--- src/rtl/conv4_feeder.sv ---
// Two-bank tile buffer feeding the Conv4 core: column beats in, ROW_LEN-cycle lane
// bursts out with core_en, and the core's two partial sums returned on a valid/ready port.
module conv4_feeder #(
    parameter int DW      = 8,
    parameter int ROW_LEN = 16,
    parameter int TIMEOUT = 255
) (
    input  logic            clk,
    input  logic            rstn,
    input  logic            s_valid,
    output logic            s_ready,
    input  logic [7*DW-1:0] s_data,
    input  logic            s_last,
    output logic            core_en,
    output logic [DW-1:0]   o_r1,
    output logic [DW-1:0]   o_r2,
    output logic [DW-1:0]   o_r3,
    output logic [DW-1:0]   o_r4,
    output logic [DW-1:0]   o_f1,
    output logic [DW-1:0]   o_f2,
    output logic [DW-1:0]   o_f3,
    input  logic            core_end,
    input  logic [2*DW-1:0] core_sum1,
    input  logic [2*DW-1:0] core_sum2,
    output logic            m_valid,
    input  logic            m_ready,
    output logic [2*DW-1:0] m_sum1,
    output logic [2*DW-1:0] m_sum2,
    output logic            err_len,
    output logic            err_timeout,
    output logic            busy
);

    localparam int CNT_W = (ROW_LEN > 1) ? $clog2(ROW_LEN) : 1;
    localparam int TMO_W = $clog2(TIMEOUT + 1);
    localparam logic [CNT_W-1:0] CNT_LAST = CNT_W'(ROW_LEN - 1);
    localparam logic [TMO_W-1:0] TMO_LAST = TMO_W'(TIMEOUT);

    localparam logic [1:0] ST_IDLE   = 2'd0;
    localparam logic [1:0] ST_STREAM = 2'd1;
    localparam logic [1:0] ST_WAIT   = 2'd2;

    logic [7*DW-1:0] bank_mem [2][ROW_LEN];

    logic [1:0]       state;
    logic [1:0]       full;
    logic [1:0]       full_set;
    logic [1:0]       full_clr;
    logic             wr_bank;
    logic             rd_bank;
    logic [CNT_W-1:0] wr_cnt;
    logic [CNT_W-1:0] rd_cnt;
    logic [TMO_W-1:0] tmo;
    logic             rdy_en;
    logic             wr_fire;
    logic             wr_last;
    logic             rd_last;
    logic [7*DW-1:0]  rd_word_p0;
    logic [7*DW-1:0]  lane_p1;

    // rdy_en keeps s_ready low through reset and for the reset edge itself
    assign s_ready    = rdy_en & ~full[wr_bank];
    assign wr_fire    = s_valid & s_ready;
    assign wr_last    = (wr_cnt == CNT_LAST);
    assign rd_last    = (rd_cnt == CNT_LAST);
    assign rd_word_p0 = bank_mem[rd_bank][rd_cnt];
    assign busy       = (state != ST_IDLE) | (|full);

    assign o_r1 = lane_p1[0*DW +: DW];
    assign o_r2 = lane_p1[1*DW +: DW];
    assign o_r3 = lane_p1[2*DW +: DW];
    assign o_r4 = lane_p1[3*DW +: DW];
    assign o_f1 = lane_p1[4*DW +: DW];
    assign o_f2 = lane_p1[5*DW +: DW];
    assign o_f3 = lane_p1[6*DW +: DW];

    always_comb begin
        full_set = '0;
        full_clr = '0;
        if (wr_fire && wr_last)
            full_set[wr_bank] = 1'b1;
        if (state == ST_STREAM && rd_last)
            full_clr[rd_bank] = 1'b1;
    end

    // Tile storage: plain RAM, contents are don't-care until the bank is marked full
    always_ff @(posedge clk) begin
        if (wr_fire)
            bank_mem[wr_bank][wr_cnt] <= s_data;
    end

    always_ff @(posedge clk) begin
        if (!rstn) begin
            rdy_en      <= 1'b0;
            state       <= ST_IDLE;
            full        <= '0;
            wr_bank     <= 1'b0;
            rd_bank     <= 1'b0;
            wr_cnt      <= '0;
            rd_cnt      <= '0;
            tmo         <= '0;
            core_en     <= 1'b0;
            lane_p1     <= '0;
            m_valid     <= 1'b0;
            m_sum1      <= '0;
            m_sum2      <= '0;
            err_len     <= 1'b0;
            err_timeout <= 1'b0;
        end else begin
            rdy_en  <= 1'b1;
            full    <= (full & ~full_clr) | full_set;
            core_en <= 1'b0;

            if (wr_fire) begin
                if (s_last != wr_last)
                    err_len <= 1'b1;
                if (wr_last) begin
                    wr_cnt  <= '0;
                    wr_bank <= ~wr_bank;
                end else begin
                    wr_cnt <= wr_cnt + CNT_W'(1);
                end
            end

            if (m_valid && m_ready)
                m_valid <= 1'b0;

            case (state)
                ST_IDLE: begin
                    rd_cnt <= '0;
                    if (full[rd_bank] && !m_valid)
                        state <= ST_STREAM;
                end
                // Stream stage: lanes and core_en are registered one cycle behind rd_cnt
                ST_STREAM: begin
                    lane_p1 <= rd_word_p0;
                    core_en <= 1'b1;
                    rd_cnt  <= rd_cnt + CNT_W'(1);
                    if (rd_last) begin
                        rd_bank <= ~rd_bank;
                        tmo     <= '0;
                        state   <= ST_WAIT;
                    end
                end
                ST_WAIT: begin
                    if (core_end) begin
                        m_sum1  <= core_sum1;
                        m_sum2  <= core_sum2;
                        m_valid <= 1'b1;
                        state   <= ST_IDLE;
                    end else if (tmo == TMO_LAST) begin
                        err_timeout <= 1'b1;
                        state       <= ST_IDLE;
                    end else begin
                        tmo <= tmo + TMO_W'(1);
                    end
                end
                default: state <= ST_IDLE;
            endcase
        end
    end

endmodule

--- config.mk ---
export PLATFORM = sky130hd
export DESIGN_NAME = conv4_feeder
export DESIGN_NICKNAME = d
export VERILOG_FILES = /design/src/rtl/conv4_feeder.sv
export SDC_FILE = /design/constraint.sdc
export NUM_CORES = 2
export LEC_CHECK = 0
export CAP_MARGIN = 20
export CORE_ASPECT_RATIO = 1.2
export CORE_MARGIN = 1.5
export CORE_UTILIZATION = 59
export CTS_BUF_LIST = sky130_fd_sc_hd__clkbuf_2 sky130_fd_sc_hd__clkbuf_4 sky130_fd_sc_hd__clkbuf_8
export DETAILED_ROUTE_END_ITERATION = 10
export DONT_BUFFER_PORTS = 1
export GPL_ROUTABILITY_DRIVEN = 0
export PLACE_DENSITY_LB_ADDON = 0.2
export SLEW_MARGIN = 15
export SYNTH_ARGS = -nofsm -noshare
export SYNTH_HDL_FRONTEND = slang
export SYNTH_SLANG_ARGS = --single-unit
--- constraint.sdc ---
create_clock -name clk -period 5.8 [get_ports clk]
set_input_delay 0.58 -clock clk [delete_from_list [all_inputs] [get_ports clk]]
set_output_delay 0.58 -clock clk [all_outputs]
set_load 0.02 [all_outputs]
==> key figures <==
Worst setup path
  – Worst Path Required: 6.64 ns
  – Worst setup EP type: flop
  – Startpoint types: flop
  – Slowest-stage cell, CP: buf_4
  – Highest cell delay on the worst timing path: 0.91 ns
  – Critical path class: reg -> reg
  – Worst EP arrival: 4.55 ns
  – Crit-path max FO: between 60 and 70
  – CP most frequent cell: buf_4
  – Critical-path cell list: nand3_4 > buf_4 > buf_4 > o22ai_1 > nor4_1 > a211oi_2

STA
  – Count of final setup violators: 0
  – Count of pins over their slew limit: 0
  – Setup WS post-layout: approximately 2.1 ns
  – Final period utilization: 0.640
  – RSZ-0062 raised after global routing: no
  – Final hold vios: 0
  – Post-route setup TNS: 0 ns
  – Final Critical Period: 3.71 ns
  – F_max: roughly 270 MHz
  – Actual slew at the worst max-slew pin: about 1.2 ns
  – Max transition margin: 0.225
  – Skew final: ~0.080 ns
  – Hold WS: 0.0869 ns

Power
  – VDD IR-drop max: 0.335 mV
  – Net Sw Power: 0.00528 W
  – LEAKAGE: 25.6 nW
  – Gate power share: 0.015
  – Pwr per Cell Area: ~320 mW/mm2
  – Switch share: 0.199
  – P_int: ~0.021 W
  – Clock network power share: 0.417
  – Share of power burned in registers: 0.568
  – Pwr Total: 0.0266 W

Logic synthesis
  – Leading area contributor after synthesis: edfxtp_1
  – Asr flop ratio synth: 0
  – Yosys cell types: 54
  – Mapped Area: 0.0741 mm2
  – Yosys reg bits: 1,908
  – Top cell type's share of synthesized area: 0.727
  – Largest cells by area after synthesis: edfxtp_1 (73%), mux2i_1 (6.9%), mux4_2 (6.8%)
  – Seq/Total Area, Yosys: 0.758
  – Top FF cell, synth: edfxtp_1
  – Synthesized area per cell: 18.9 um2
  – Net Count, Synth: 4,027
  – Mapped Cells: about 3.9k
  – Ys Warns: 0
  – Post-synth EDFFs: 1,792

Route
  – Post-route ant nets: 0
  – # DRC: 0
  – Via/cell ratio: 6.46
  – Vias: 39.2k
  – DRT iter0 DRCs: approximately 4.3k
  – WL per Instance: 30.7 um
  – First-pass DRT Iterations: 5
  – Final WL: 187,000 um

CTS
  – Root buffer cell: clkbuf_8
  – Clock Tree Buf Depth: 4
  – CTS H-tree lvls: 5
  – Worst-path clk slew: 0.06 ns
  – Clock insertion delay at the later pin of the skew report: 1.01 ns
  – CTS Sinks: 1,908
  – Total CTS buffers: 305
  – Setup bufs post-CTS: 0
  – CTS tree: yes

Placement
  – Post-place setup slack: 2.21 ns
  – Port Buffers: 0
  – Post-DP HPWL: 93,900 um
  – Placement Cell Area: 0.0759 mm2

Floorplanning
  – Core box area: 0.125 mm2
  – Die W: 326 um
  – Die area: 0.128 mm2
  – Die height: between 300 and 400 um
  – Row cnt: 142
  – Starting Density: 0.594
  – IO Count: approximately 190

Final layout
  – # fillers: 8,242
  – Multi-input logic area: between 0.015 and 0.02 mm2
  – Layout cells sized above 1: 0.199
  – P&R area growth vs syn: 12.2%
  – Reg area: around 0.056 mm2
  – Fin nets: approximately 4.3k
  – Post-route cell area: 0.0831 mm2

Global routing
  – Largest net degree at the start of global routing: 127
  – Gr usage total: 0.294
  – First-pass GRT wire length: approximately 270,000 um
  – Gr ovfl total: 0
  – Antenna violations before repair: 9
  – Vias in the first global route: 39.7k

Run
  – Max_cap viols: 0

Outcome
  – Outcome: completed

Min path
  – Hold Path Class: in -> reg
-- Yosys cell counts, types with 3 or more instances --
cell type,instances
a211oi_1,35
a211oi_2,21
a21boi_0,41
a21oi_1,64
a22oi_1,3
a31oi_1,56
and2_1,9
and3_1,57
buf_1,13
buf_2,34
buf_4,28
buf_6,38
buf_8,9
clkbuf_1,114
dfxtp_1,116
edfxtp_1,1792
ha_1,6
inv_1,8
mux2i_1,507
mux4_2,225
nand2_1,193
nand2b_1,5
nand3_1,10
nand3b_1,4
nand4_1,3
nor2_1,144
nor2b_1,8
nor3_1,7
nor3b_1,3
nor4_1,56
o2111a_1,55
o211ai_1,55
o21ai_0,64
o22a_1,56
o22ai_1,56
or3_1,3
or4_1,3
xnor2_1,4
-- cell families after synthesis --
logic type	share of synthesized area
multiplexers	0.137
adder cells (fa/ha/maj)	0.00101
flip-flops	0.758
XOR/XNOR	0.000473
buffers and inverters	0.0204
AO/OA/AOI/OAI	0.0514
AND/OR/NAND/NOR	0.0318
-- metal layers --
layer	wire length, um	global-route usage	vias up
met4	6420	0.116	4
met5	23	0	-
met1	69300	0.376	20400
met2	95700	0.503	1954
met3	15100	0.0540	383
li1	-	-	16500
-- critical path: cells and delay by family (launching register included) --
kind,cells,cell delay (ns)
flops,1,0.66
buf+inv,2,1.42
simple gates,2,1.11
compound gates,2,0.25
-- worst paths after layout --
check | start | endpoint | slack, ns | cells past startpoint
worst min-delay path | rstn | rdy_en | 0.09 | 1
worst min register to register | tmo[5] | tmo[5] | 0.51 | 2
worst max register to register | rd_cnt[2] | lane_p1[50] | 2.09 | 6
worst max-delay path | rd_cnt[2] | lane_p1[50] | 2.09 | 6
-- power by group through the flow --
| stage | registers (W) | logic, W | clock network, W |
|---|---|---|---|
| floorplan | 0.0154 | 0.0000745 | 0 |
| global placement | 0.0154 | 0.0000995 | 0 |
| detailed placement | 0.0154 | 0.000101 | 0 |
| CTS | 0.0151 | 0.000370 | 0.0112 |
| global route | 0.0151 | 0.000416 | 0.0118 |
| finish | 0.0151 | 0.000390 | 0.0111 |
-- sequential cells by signal (all words and copies together) (netlist names), named ones only --
signal	flops
rdy_en	1
wr_cnt	4
state	2
full	2
wr_bank	1
rd_cnt	4
err_len	1
tmo	8
err_timeout	1
m_valid	1
bank_mem	1792
core_en	1
rd_bank	1
m_sum1	16
m_sum2	16
lane_p1	56
-- layout by cell type, fill, tap and decap left out, types with 4 or more instances in the layout --
master | synthesis | routed
a211oi_1 | 35 | 35
a211oi_2 | 21 | 21
a21boi_0 | 41 | 41
a21oi_1 | 64 | 64
a31oi_1 | 56 | 56
and2_1 | 9 | 8
and3_1 | 57 | 57
buf_12 | 2 | 40
buf_2 | 34 | 11
buf_4 | 28 | 42
buf_8 | 9 | 18
clkbuf_4 | 2 | 118
clkbuf_8 | 0 | 332
clkinv_1 | 0 | 51
clkinv_2 | 0 | 15
dfxtp_1 | 116 | 112
dfxtp_4 | 0 | 4
diode_2 | 0 | 10
dlygate4sd3_1 | 0 | 81
edfxtp_1 | 1792 | 1792
ha_1 | 6 | 6
inv_1 | 8 | 5
mux2i_1 | 507 | 507
mux4_2 | 225 | 225
nand2_1 | 193 | 193
nand2b_1 | 5 | 4
nand3_1 | 10 | 9
nand3b_1 | 4 | 4
nor2_1 | 144 | 117
nor2_4 | 0 | 28
nor2b_1 | 8 | 6
nor3_1 | 7 | 4
nor4_1 | 56 | 56
o2111a_1 | 55 | 55
o211ai_1 | 55 | 55
o21ai_0 | 64 | 64
o22a_1 | 56 | 56
o22ai_1 | 56 | 56
xnor2_1 | 4 | 4
-- through the flow --
step,cells,util
3_5_place_dp,5417,0.609
2_1_floorplan,3927,-
5_1_grt,6063,0.666
6_report,6069,0.666
4_1_cts,6041,0.664
3_3_place_gp,5415,0.608
-- area by class of cell --
class | instances | share of cell area
clock inverters | 72 | 0.00456
flip-flops and latches | 1908 | 0.676
inverters | 9 | 0.000617
well taps | 1656 | 0.0249
diodes | 10 | 0.000301
multi-input cells | 1770 | 0.201
repair buffers | 194 | 0.0276
clock buffers | 450 | 0.0656
-- what timing repair did --
action	in CTS	in global routing
hold endpoints to repair	1903	0
hold buffers	102	0
gates resized for setup	0	0
Note: power is estimated with default switching activity, not from simulation.
